===== src/rtl/wide_add_seq.sv =====
// Multi-cycle wide adder/subtractor: walks CHUNKS 6-bit slices through an
// external 6-bit adder, one slice per clock, LSB slice first.
module wide_add_seq #(
   parameter int unsigned CHUNKS = 4
) (
   input  logic                  clk,
   input  logic                  rst,
   input  logic                  start_valid,
   output logic                  start_ready,
   input  logic [6*CHUNKS-1:0]   op_a,
   input  logic [6*CHUNKS-1:0]   op_b,
   input  logic                  cin,
   input  logic                  sub,
   output logic                  res_valid,
   input  logic                  res_ready,
   output logic [6*CHUNKS-1:0]   res_sum,
   output logic                  res_cout,
   output logic                  res_ovf,
   output logic                  add_en,
   output logic [5:0]            add_a,
   output logic [5:0]            add_b,
   output logic                  add_cin,
   input  logic [6:0]            add_res
);

   localparam int unsigned W  = 6 * CHUNKS;
   localparam int unsigned KW = (CHUNKS > 1) ? $clog2(CHUNKS) : 1;
   localparam logic [KW-1:0] K_LAST = KW'(CHUNKS - 1);

   typedef enum logic [1:0] {
      IDLE,
      RUN,
      DONE
   } state_t;

   state_t        state_q, state_d;
   logic [W-1:0]  a_q, b_q;
   logic          carry_q;
   logic [KW-1:0] k_q;
   logic          last;
   logic [5:0]    a_sel, b_sel;

   assign last = (k_q == K_LAST);

   always_ff @(posedge clk) begin
      if (rst) state_q <= IDLE;
      else     state_q <= state_d;
   end

   always_comb begin
      state_d     = state_q;
      start_ready = 1'b0;
      res_valid   = 1'b0;
      add_en      = 1'b0;
      add_a       = '0;
      add_b       = '0;
      add_cin     = 1'b0;
      unique case (state_q)
         IDLE: begin
            start_ready = 1'b1;
            if (start_valid) state_d = RUN;
         end
         RUN: begin
            add_en  = 1'b1;
            add_a   = a_sel;
            add_b   = b_sel;
            add_cin = carry_q;
            if (last) state_d = DONE;
         end
         DONE: begin
            res_valid = 1'b1;
            if (res_ready) state_d = IDLE;
         end
         default: state_d = IDLE;
      endcase
   end

   // Slice selection by chunk index, kept as a compare-per-chunk mux.
   always_comb begin
      a_sel = '0;
      b_sel = '0;
      for (int unsigned i = 0; i < CHUNKS; i++) begin
         if (k_q == KW'(i)) begin
            a_sel = a_q[6*i +: 6];
            b_sel = b_q[6*i +: 6];
         end
      end
   end

   always_ff @(posedge clk) begin
      if (rst) begin
         a_q      <= '0;
         b_q      <= '0;
         carry_q  <= 1'b0;
         k_q      <= '0;
         res_sum  <= '0;
         res_cout <= 1'b0;
         res_ovf  <= 1'b0;
      end else begin
         if (state_q == IDLE && start_valid) begin
            a_q     <= op_a;
            b_q     <= sub ? ~op_b : op_b;
            carry_q <= sub ? 1'b1 : cin;
            k_q     <= '0;
         end else if (state_q == RUN) begin
            for (int unsigned i = 0; i < CHUNKS; i++) begin
               if (k_q == KW'(i)) res_sum[6*i +: 6] <= add_res[5:0];
            end
            carry_q <= add_res[6];
            if (last) begin
               res_cout <= add_res[6];
               res_ovf  <= (a_q[W-1] == b_q[W-1]) && (add_res[5] != a_q[W-1]);
            end else begin
               k_q <= k_q + 1'b1;
            end
         end
      end
   end

endmodule

===== config.mk =====
export PLATFORM = sky130hd
export DESIGN_NAME = wide_add_seq
export DESIGN_NICKNAME = d
export VERILOG_FILES = /design/src/rtl/wide_add_seq.sv
export SDC_FILE = /design/constraint.sdc
export NUM_CORES = 1
export LEC_CHECK = 0
export CAP_MARGIN = 20
export CORE_MARGIN = 1.5
export CORE_UTILIZATION = 30
export DETAILED_ROUTE_END_ITERATION = 7
export GPL_TIMING_DRIVEN = 0
export PLACE_DENSITY = 0.54
export REMOVE_ABC_BUFFERS = 1
export SYNTH_ARGS = -nofsm -noshare
export SYNTH_HDL_FRONTEND = slang
export SYNTH_SLANG_ARGS = --single-unit

===== constraint.sdc =====
create_clock -name clk -period 1.45 [get_ports clk]
set_input_delay 0.2175 -clock clk [delete_from_list [all_inputs] [get_ports clk]]
set_output_delay 0.2175 -clock clk [all_outputs]
set_load 0.02 [all_outputs]

==> results of run 1 <==
-- placed cells by master (no fill, tap or decap), drive strengths merged, types with 17 or more instances in the layout --
master and n:
dlygate4sd2 27, a21oi 47, xnor2 25, a211oi 25, clkdlybuf4s50 57, nor2 34, nand3 31, clkbuf 17
dfxtp 79, buf 51, nand2 71
-- state kept, by name, indices dropped and copies added, names as in the netlist --
| signal | count |
|---|---|
| res_ovf | 1 |
| k_q | 2 |
| carry_q | 1 |
| b_q | 24 |
| state_q | 2 |
| res_sum | 24 |
| a_q | 24 |
| res_cout | 1 |
-- repair_timing --
item,in CTS,in global routing
pin swaps,20,36
endpoints found under the hold margin,0,0
endpoints found under the setup margin,121,57
gates cloned,4,8
setup buffers,17,12
resized for setup,150,53
-- per-layer routing --
metal | wire (um) | GRT usage (%) | vias up
met5 | 0 | 0 | -
met4 | 116 | 5.57 | 0
met3 | 445 | 2.79 | 12
met2 | 5680 | 29.4 | 86
met1 | 5100 | 21.5 | 1644
li1 | - | - | 1714
-- final timing paths --
check | from | end | slack [ns]
min reg2reg | res_sum[0]$_SDFFE_PP0P_ | res_sum[0]$_SDFFE_PP0P_ | 0.45
min | op_a[22] | a_q[22]$_SDFFE_PP0P_ | 0.42
max | k_q[0]$_SDFFE_PP0P_ | add_a[0] | -0.61
max reg2reg | k_q[0]$_SDFFE_PP0P_ | res_sum[23]$_SDFFE_PP0P_ | -0.27
-- final cells by class --
| class | instances | area share, % |
|---|---|---|
| clock inverter | 7 | 1.85 |
| timing repair inverter | 2 | 0.289 |
| clock buffer | 9 | 4.01 |
| sequential | 79 | 28.4 |
| tap | 143 | 3.18 |
| timing repair buffer | 144 | 26.7 |
| inverter | 4 | 0.712 |
| multi-input combinational | 299 | 34.9 |
-- through the flow --
stage          hold slack (ns)  power [W]
6_report                 0.422    0.00602
5_1_grt                  0.447    0.00626
4_1_cts                  0.419    0.00589
3_5_place_dp             0.446    0.00329
3_3_place_gp             0.441    0.00324
2_1_floorplan            0.287    0.00282
-- worst register-to-register path, cell delays in order (launching register included) --
cell and delay [ns]:
dfxtp_4 0.38, ha_2 0.44, buf_16 0.21, nand3b_1 0.16, buf_4 0.19, mux2i_1 0.14
nor2_1 0.05
-- cells by family (layout without fill, tap and decap cells) --
family | after synthesis | count (layout) | share of synthesized area (%)
AND/OR/NAND/NOR | 154 | 156 | 19.6
AO/OA/AOI/OAI | 109 | 109 | 19.7
adder cells (fa/ha/maj) | 4 | 4 | 1.43
flip-flops | 79 | 79 | 45.1
multiplexers | 5 | 5 | 1.43
buffers and inverters | 43 | 166 | 6.46
XOR/XNOR | 25 | 25 | 6.25
-- power by group --
part | switching, W | internal (W)
sequential | 0.0000801 | 0.00229
combinational | 0.000561 | 0.000593
clock | 0.000964 | 0.00153
total | 0.00161 | 0.00442
==> key figures, run 1 <==
Setup path
  – Number of cells on the critical path: 7
  – R2R cell count: 6
  – Max stage delay on crit path: about 0.38 ns
  – CP required: 1.23 ns
  – CP max stage cell: dfxtp_4
  – WP data arrival: between 1.5 and 2 ns
  – Worst setup EP type: output pin
  – Cell chain of the critical path: inv_4, ha_4, nor2b_4, buf_4, a221oi_1, o31ai_1, buf_2
  – Top cell family by delay on the critical path: compound AO/OA/AOI/OAI gates
  – Critical path class: flip-flop to output pin
  – CP max FO: 4
  – Startpoint Class: flip-flop
  – CP bufs+invs: 3

Yosys
  – Cell accounting for the most synthesized area: dfxtp_1
  – Mapped Cells: around 420
  – Synth warn: 0
  – Cell Area, Synth: 3500 um^2
  – Register area share after synthesis: a little under half
  – FF+latch count, synth: around 80
  – Dominant synthesized flop cell: dfxtp_1
  – Number of synthesized flops with an enable pin: 0
  – Cell with the most instances after synthesis: dfxtp_1
  – Area share of the largest cell type after synthesis: 45.1%
  – Syn avg cell area: 8.36 um^2
  – Async SR Flop Fraction: 0%
  – Synth cell count leaders: dfxtp_1 (79), nand2_1 (71), a21oi_1 (47)
  – Ranking of synthesized cells by area: dfxtp_1 (45%), nand2_1 (7.6%), a21oi_1 (6.7%)
  – Unique masters post-synth: 32

Clocking
  – CTS Buffer Depth: 2
  – Post-CTS Hold Buffers: 0
  – CTS H-tree lvls: 3
  – CTS tree: yes
  – CTS buffer count: 9
  – Clk Latency, worst-skew pair: between 0.3 and 0.4 ns
  – Clock sinks: about 80
  – Clock root buffer: clkbuf_16
  – Reg clk slew, reported paths: approximately 0.06 ns

STA
  – Max Freq: roughly 480 MHz
  – Actual slew at the worst max-slew pin: approximately 0.95 ns
  – Final period utilization: 142%
  – Final Hold Viols: 0
  – Final min period: approximately 2.1 ns
  – RSZ-0062 raised after global routing: yes
  – Final Slew Violations: 0
  – Worst Skew: between 0.006 and 0.007 ns
  – Slew HR: between 30% and 40%
  – Setup WS post-layout: -0.613 ns
  – Setup TNS: -9.39 ns
  – # setup viols final: 39

GRT
  – Largest net degree at the start of global routing: 80
  – Aggregate global routing overflow: 0
  – Vias in the first global route: approximately 3300
  – Initial antenna violation count: 0
  – First-pass GRT wire length: 16700 um
  – Total GRT Usage: between 15 and 20%

Layout
  – Area Growth Syn to Fin: 60.4%
  – Final std cells w/o fill: slightly below 700
  – Nets: around 600
  – Fill cell count: around 1100
  – Antenna diodes: 0
  – Final Util: 49.2%
  – Fin area: ~5600 um^2
  – Area of the multi-input gates: 1960 um^2
  – Sequential cell area: ~1600 um^2
  – Layout cells sized above 1: between 20% and 30%

Place
  – Place WS: -1.79 ns
  – Detailed Place HPWL: 6280 um
  – Gpl congestion: 0.727
  – Placed Instances: 631
  – Dpl cell area: between 4000 and 5000 um^2
  – Port-buffer cells: approximately 100

Power and ir drop
  – Maximum vdd drop: 0.541 mV
  – Power Density: ~1100 nW/um^2
  – Pleak: 2.18 nW

Routing
  – Detailed-route via count: about 3500
  – Drt first pass iters: 4
  – 1st-iter DRT viols: 123
  – Avg WL per Cell: 16.5 um
  – Wirelength, routed: roughly 11000 um
  – Post-route ant nets: 0
  – Post-DR vias/cell: approximately 5.0
  – DRC: 0

Floorplan
  – Die area: between 10000 and 15000 um^2
  – # IOs: between 100 and 150
  – Starting Density: 30.7%
  – Row count: 39
  – Core Box Area: around 11000 um^2
  – Die Wd: approximately 110 um
  – DIE HEIGHT: 111 um

Flow run
  – MaxCap Viol Count: 0

Hold path
  – HP Class: input pin to flip-flop
  – Worst hold path stage count: 3

Outcome
  – Status: finished, violations left
  – Failing checks: setup timing
No activity file was read; power rests on OpenSTA's default activity.
==> run 2, diff against run 1 <==
--- a/config.mk
+++ b/config.mk
@@ -10,7 +10,7 @@
 export CORE_UTILIZATION = 30
 export DETAILED_ROUTE_END_ITERATION = 7
 export GPL_TIMING_DRIVEN = 0
-export PLACE_DENSITY = 0.54
+export PLACE_DENSITY = 0.52
 export REMOVE_ABC_BUFFERS = 1
 export SYNTH_ARGS = -nofsm -noshare
 export SYNTH_HDL_FRONTEND = slang
==> constraint.sdc (replaced) <==
create_clock -name clk -period 2.3 [get_ports clk]
set_input_delay 0.345 -clock clk [delete_from_list [all_inputs] [get_ports clk]]
set_output_delay 0.345 -clock clk [all_outputs]
set_load 0.02 [all_outputs]
==> run 2 against run 1 <==
The run now ends clean. Total power down 40%. Clock power shrank 38%. Wire length is 16% lower. Flip-flop and latch count is the same. Worst setup slack improved by 0.72 ns. Cell count down 4.1%. Final area shrank 9.5%. First-iteration DRC count up 8.9%. Global-route usage is 1.8 points lower. Register-to-register slack improved by 0.80 ns. Critical endpoint is now add_b[1].
==> key figures, run 2 (same netlist as run 1, synthesis figures left out) <==
Clocking
  – Clock sinks: between 70 and 80
  – Clock root buffer: clkbuf_16
  – Post-CTS Hold Buffers: 0
  – CTS tree: yes
  – Clk Latency, worst-skew pair: between 0.3 and 0.4 ns
  – CTS buffer count: 9
  – Reg clk slew, reported paths: 0.06 ns
  – CTS H-tree lvls: 3
  – CTS Buffer Depth: 2

Routing
  – Wirelength, routed: about 9500 um
  – Avg WL per Cell: 14.4 um
  – 1st-iter DRT viols: ~130
  – DRC: 0
  – Drt first pass iters: 5
  – Post-route ant nets: 0
  – Detailed-route via count: around 3200
  – Post-DR vias/cell: approximately 4.8

Layout
  – Nets: 576
  – Sequential cell area: 1590 um^2
  – Layout cells sized above 1: around an eighth
  – Area Growth Syn to Fin: 45.3%
  – Biggest regs: a_q: 24 flops, b_q: 24 flops, res_sum: 24 flops
  – Final std cells w/o fill: 659
  – Most frequent cells in the layout: clkdlybuf4s50_1 (88), dfxtp_1 (75), nand2_1 (71)
  – Area of the multi-input gates: around 1800 um^2
  – Fin area: between 5000 and 6000 um^2
  – Commonest non-fill, non-tap cell in the layout: clkdlybuf4s50_1
  – Antenna diodes: 0
  – Fill cell count: around 1200

Floorplan
  – # IOs: 103
  – Die Wd: 111 um
  – Starting Density: a little under a third
  – DIE HEIGHT: 111 um
  – Die area: ~12000 um^2
  – Row count: 39
  – Core Box Area: ~11000 um^2

STA
  – Worst Skew: between 0.007 and 0.008 ns
  – RSZ-0062 raised after global routing: no
  – Final Slew Violations: 0
  – Final period utilization: between 90% and 100%
  – Setup WS post-layout: 0.109 ns
  – Final Hold Viols: 0
  – Max Freq: 456 MHz
  – Actual slew at the worst max-slew pin: between 0.8 and 0.9 ns
  – Final min period: between 2 and 2.5 ns
  – # setup viols final: 0
  – Slew HR: around 42%

Setup path
  – RR Endpoint: b_q[10]$_SDFFE_PP0P_
  – Worst setup EP type: output pin
  – WP data arrival: about 1.9 ns
  – Reg2reg start: state_q[1]$_SDFFE_PP0P_
  – R2R cell count: 5
  – CP max FO: 7
  – Top cell family by delay on the critical path: buffers and inverters
  – Startpoint Class: flip-flop
  – Critical path class: flip-flop to output pin
  – Register-to-register setup slack: 0.53 ns
  – CP required: 1.96 ns
  – Max stage delay on crit path: between 0.3 and 0.4 ns
  – CP bufs+invs: 3
  – CP max stage cell: dfxtp_4
  – Cell chain of the critical path: inv_4, ha_4, nor2b_4, buf_12, a221oi_1, o31ai_1, buf_2

Flow run
  – MaxCap Viol Count: 0

Hold path
  – HP Class: flip-flop to flip-flop
  – Worst hold path stage count: 2
  – Hold EP: a_q[14]$_SDFFE_PP0P_
  – Hold_sp: a_q[14]$_SDFFE_PP0P_

Place
  – Gpl congestion: between 0.7 and 0.8
  – Port-buffer cells: approximately 100
  – Detailed Place HPWL: around 6300 um
  – Dpl cell area: roughly 4600 um^2
  – Placed Instances: 631
  – Place WS: -1.38 ns

GRT
  – Total GRT Usage: around 15%
  – Vias in the first global route: about 3000
  – Aggregate global routing overflow: 0
  – Largest net degree at the start of global routing: 47
  – First-pass GRT wire length: about 15000 um
  – Initial antenna violation count: 0

Power and ir drop
  – Power Density: ~710 nW/um^2
  – Maximum vdd drop: between 0.3 and 0.4 mV
  – Total power: 0.00361 W
  – Pleak: between 1.5 and 2 nW

Outcome
  – Status: complete, no violations
run 2: cell types whose count changed in the layout (fill, tap and decap cells not counted), moves of 4 or more:
cell / change
a221oi_2: -9
a211oi_2: -12
buf_6: -10
o21ai_0: +8
dlygate4sd2_1: -27
o21ai_1: -8
a211oi_1: +13
buf_4: -13
buf_2: +4
a221oi_1: +9
clkbuf_16: -7
clkdlybuf4s50_1: +31
run 2: power breakdown:
part | total (W) | switching, W | internal [W]
combinational | 0.000565 | 0.000282 | 0.000283
sequential | 0.00149 | 0.0000459 | 0.00145
clock | 0.00156 | 0.000548 | 0.00101
run 2: worst reg2reg max path: cells and delay by family, from the launching register on:
family,cells,cell delay [ns]
buffers and inverters,2,0.46
AO/OA/AOI/OAI,1,0.20
flip-flops,1,0.37
AND/OR/NAND/NOR,2,0.64
run 2: cell type report:
class | count | area share [%]
clock buffers | 11 | 4.96
repair buffers | 120 | 23.2
multi-input cells | 297 | 34.7
flip-flops and latches | 79 | 31.3
well taps | 143 | 3.51
clock inverters | 5 | 1.57
inverters | 4 | 0.713
run 2: worst max path at each step:
| stage | startpoint | slack, ns | end | cells past startpoint |
|---|---|---|---|---|
| final | k_q[1]$_SDFFE_PP0P_ | 0.11 | add_b[1] | 7 |
| after global routing | k_q[1]$_SDFFE_PP0P_ | 0.004 | add_b[3] | 7 |
| after CTS | k_q[0]$_SDFFE_PP0P_ | 0.005 | add_a[2] | 7 |
| after detailed placement | k_q[1]$_SDFFE_PP0P_ | -1.38 | add_a[5] | 6 |
| after global placement | start_valid | -2.26 | a_q[3]$_SDFFE_PP0P_ | 4 |
| after floorplan | state_q[0]$_SDFFE_PP0P_ | -0.69 | b_q[0]$_SDFFE_PP0P_ | 2 |
run 2: metrics by stage:
step	hold WS [ns]	utilization [%]	TNS, ns
after floorplan	0.414	-	-34.32
after CTS	0.456	44.3	0
after global placement	0.441	39.3	-147.71
final	0.453	44.6	0
after global routing	0.467	44.6	0
after detailed placement	0.447	40.4	-14.76
run 2: metal layers:
layer	global-route usage, %	vias up	part of all wire (%)
li1	-	1636	-
met1	20.0	1442	47
met2	25.3	78	47
met3	3.72	5	4.6
met4	3.04	0	0.60
met5	0	-	0
run 2: repair_timing:
action | 4_1_cts | 5_1_grt
gates resized for setup | 81 | 7
setup endpoints to repair | 14 | 12
pin swaps | 2 | 6
setup buffers | 11 | 1
==> run 3, diff against run 2 <==
--- a/config.mk
+++ b/config.mk
@@ -8,6 +8,7 @@
 export CAP_MARGIN = 20
 export CORE_MARGIN = 1.5
 export CORE_UTILIZATION = 30
+export CTS_BUF_LIST = sky130_fd_sc_hd__clkbuf_8
 export DETAILED_ROUTE_END_ITERATION = 7
 export GPL_TIMING_DRIVEN = 0
 export PLACE_DENSITY = 0.52
==> run 3 against run 2 <==
Sequential power about the same. Core utilization decreased by 0.39 points. Cell count increased by 0.61%. Worst hold slack improved by 0.0034 ns.
==> key figures, run 3 (same netlist as run 1, synthesis figures left out) <==
Layout
  – Most frequent cells in the layout: clkdlybuf4s50_1 (88), dfxtp_1 (75), nand2_1 (71)
  – Area Growth Syn to Fin: 44.0%
  – Biggest regs: a_q: 24 flops, b_q: 24 flops, res_sum: 24 flops
  – Antenna diodes: 0
  – Commonest non-fill, non-tap cell in the layout: clkdlybuf4s50_1
  – Sequential cell area: between 1500 and 2000 um^2
  – Area of the multi-input gates: about 1800 um^2
  – Layout cells sized above 1: 13.8%
  – Fin area: between 5000 and 6000 um^2
  – Fill cell count: 1186
  – Final Util: between 40 and 50%
  – Nets: a little under 600
  – Final std cells w/o fill: around 660

Power and ir drop
  – Pleak: 1.81 nW
  – Power Density: between 600 and 700 nW/um^2
  – Total power: 0.00324 W
  – Maximum vdd drop: ~0.28 mV

STA
  – Final Slew Violations: 0
  – Actual slew at the worst max-slew pin: around 0.9 ns
  – # setup viols final: 0
  – Worst Skew: 0.00961 ns
  – RSZ-0062 raised after global routing: no
  – Final min period: 2.21 ns
  – Final period utilization: 96.2%
  – Slew HR: approximately 40%
  – Final Hold Viols: 0
  – Max Freq: ~450 MHz

Place
  – Placed Instances: approximately 630
  – Detailed Place HPWL: between 6000 and 7000 um
  – Dpl cell area: around 4600 um^2
  – Port-buffer cells: between 100 and 150
  – Gpl congestion: 0.740

Floorplan
  – Starting Density: 30.7%
  – Die area: around 12000 um^2
  – DIE HEIGHT: about 110 um
  – Row count: 39
  – # IOs: between 100 and 150
  – Core Box Area: 11400 um^2
  – Die Wd: roughly 110 um

Clocking
  – CTS tree: yes
  – Clock sinks: slightly below 80
  – Post-CTS Hold Buffers: 0
  – Clk Latency, worst-skew pair: between 0.3 and 0.4 ns
  – CTS H-tree lvls: 3
  – Reg clk slew, reported paths: 0.08 ns
  – CTS Buffer Depth: 2
  – CTS buffer count: 9
  – Clock root buffer: clkbuf_8

Routing
  – 1st-iter DRT viols: 170
  – Detailed-route via count: approximately 3200
  – Avg WL per Cell: about 14 um
  – Post-DR vias/cell: a little under 5
  – Wirelength, routed: around 9500 um
  – Post-route ant nets: 0
  – Drt first pass iters: 5
  – DRC: 0

Outcome
  – Status: complete, no violations

Setup path
  – Register-to-register setup slack: ~0.45 ns
  – WP data arrival: roughly 1.9 ns
  – CP required: about 2.0 ns
  – Startpoint Class: flip-flop
  – Critical path class: flip-flop to output pin
  – Worst setup EP type: output pin
  – CP max FO: 7

GRT
  – Largest net degree at the start of global routing: 47
  – Initial antenna violation count: 0
  – Vias in the first global route: 2948
  – Total GRT Usage: about 15%
  – Aggregate global routing overflow: 0
  – First-pass GRT wire length: roughly 15000 um

Hold path
  – HP Class: flip-flop to flip-flop

Flow run
  – MaxCap Viol Count: 0
==> run 3: timing repair <==
item                                    in CTS  in global routing
gates resized for setup                     83                 12
setup buffers                               13                  3
endpoints found under the setup margin      14                 13
pin swaps                                    3                  6
==> run 3: final timing paths <==
| kind | startpoint | end | cells past startpoint |
|---|---|---|---|
| worst max-delay path | k_q[1]$_SDFFE_PP0P_ | add_b[5] | 7 |
| worst min register to register | a_q[17]$_SDFFE_PP0P_ | a_q[17]$_SDFFE_PP0P_ | 2 |
| worst min-delay path | a_q[17]$_SDFFE_PP0P_ | a_q[17]$_SDFFE_PP0P_ | 2 |
| worst max register to register | k_q[0]$_SDFFE_PP0P_ | res_ovf$_SDFFE_PP0P_ | 6 |
==> run 3: through the flow <==
stage	hold slack (ns)	setup TNS [ns]	setup slack, ns
finish	0.456	0	0.0877
global route	0.471	0	0.00570
CTS	0.459	0	0.00118
detailed placement	0.447	-14.76	-1.38
global placement	0.441	-147.71	-2.26
floorplan	0.414	-34.32	-0.688
==> run 3: area by class of cell <==
cell class,count,share of cell area (%)
Clock buffer,11,3.00
Clock inverter,5,1.59
Inverter,4,0.719
Multi-Input combinational cell,297,35.4
Sequential cell,79,31.6
Tap cell,143,3.55
Timing Repair Buffer,124,24.2
==> run 3: worst max-delay path, cell delays in order, from the launching register on <==
cell and delay, ns:
dfxtp_4 0.36, inv_4 0.08, ha_4 0.13, nor2b_4 0.21, buf_12 0.15, a221oi_2 0.05
o32ai_1 0.32, buf_2 0.23
==> run 3: where the power goes <==
part / switching [W] / leakage, nW / internal [W] / total (W)
Combinational: 0.000287 / 1.05 / 0.000291 / 0.000578
Sequential: 0.0000461 / 0.650 / 0.00145 / 0.00149
Clock: 0.000503 / 0.112 / 0.000669 / 0.00117
==> run 3: metal layers <==
layer,GRT usage [%],wire (um),vias up
li1,-,-,1640
met1,19.4,4520,1477
met2,25.3,4480,77
met3,3.23,418,9
met4,4.81,102,0
met5,0,0,-
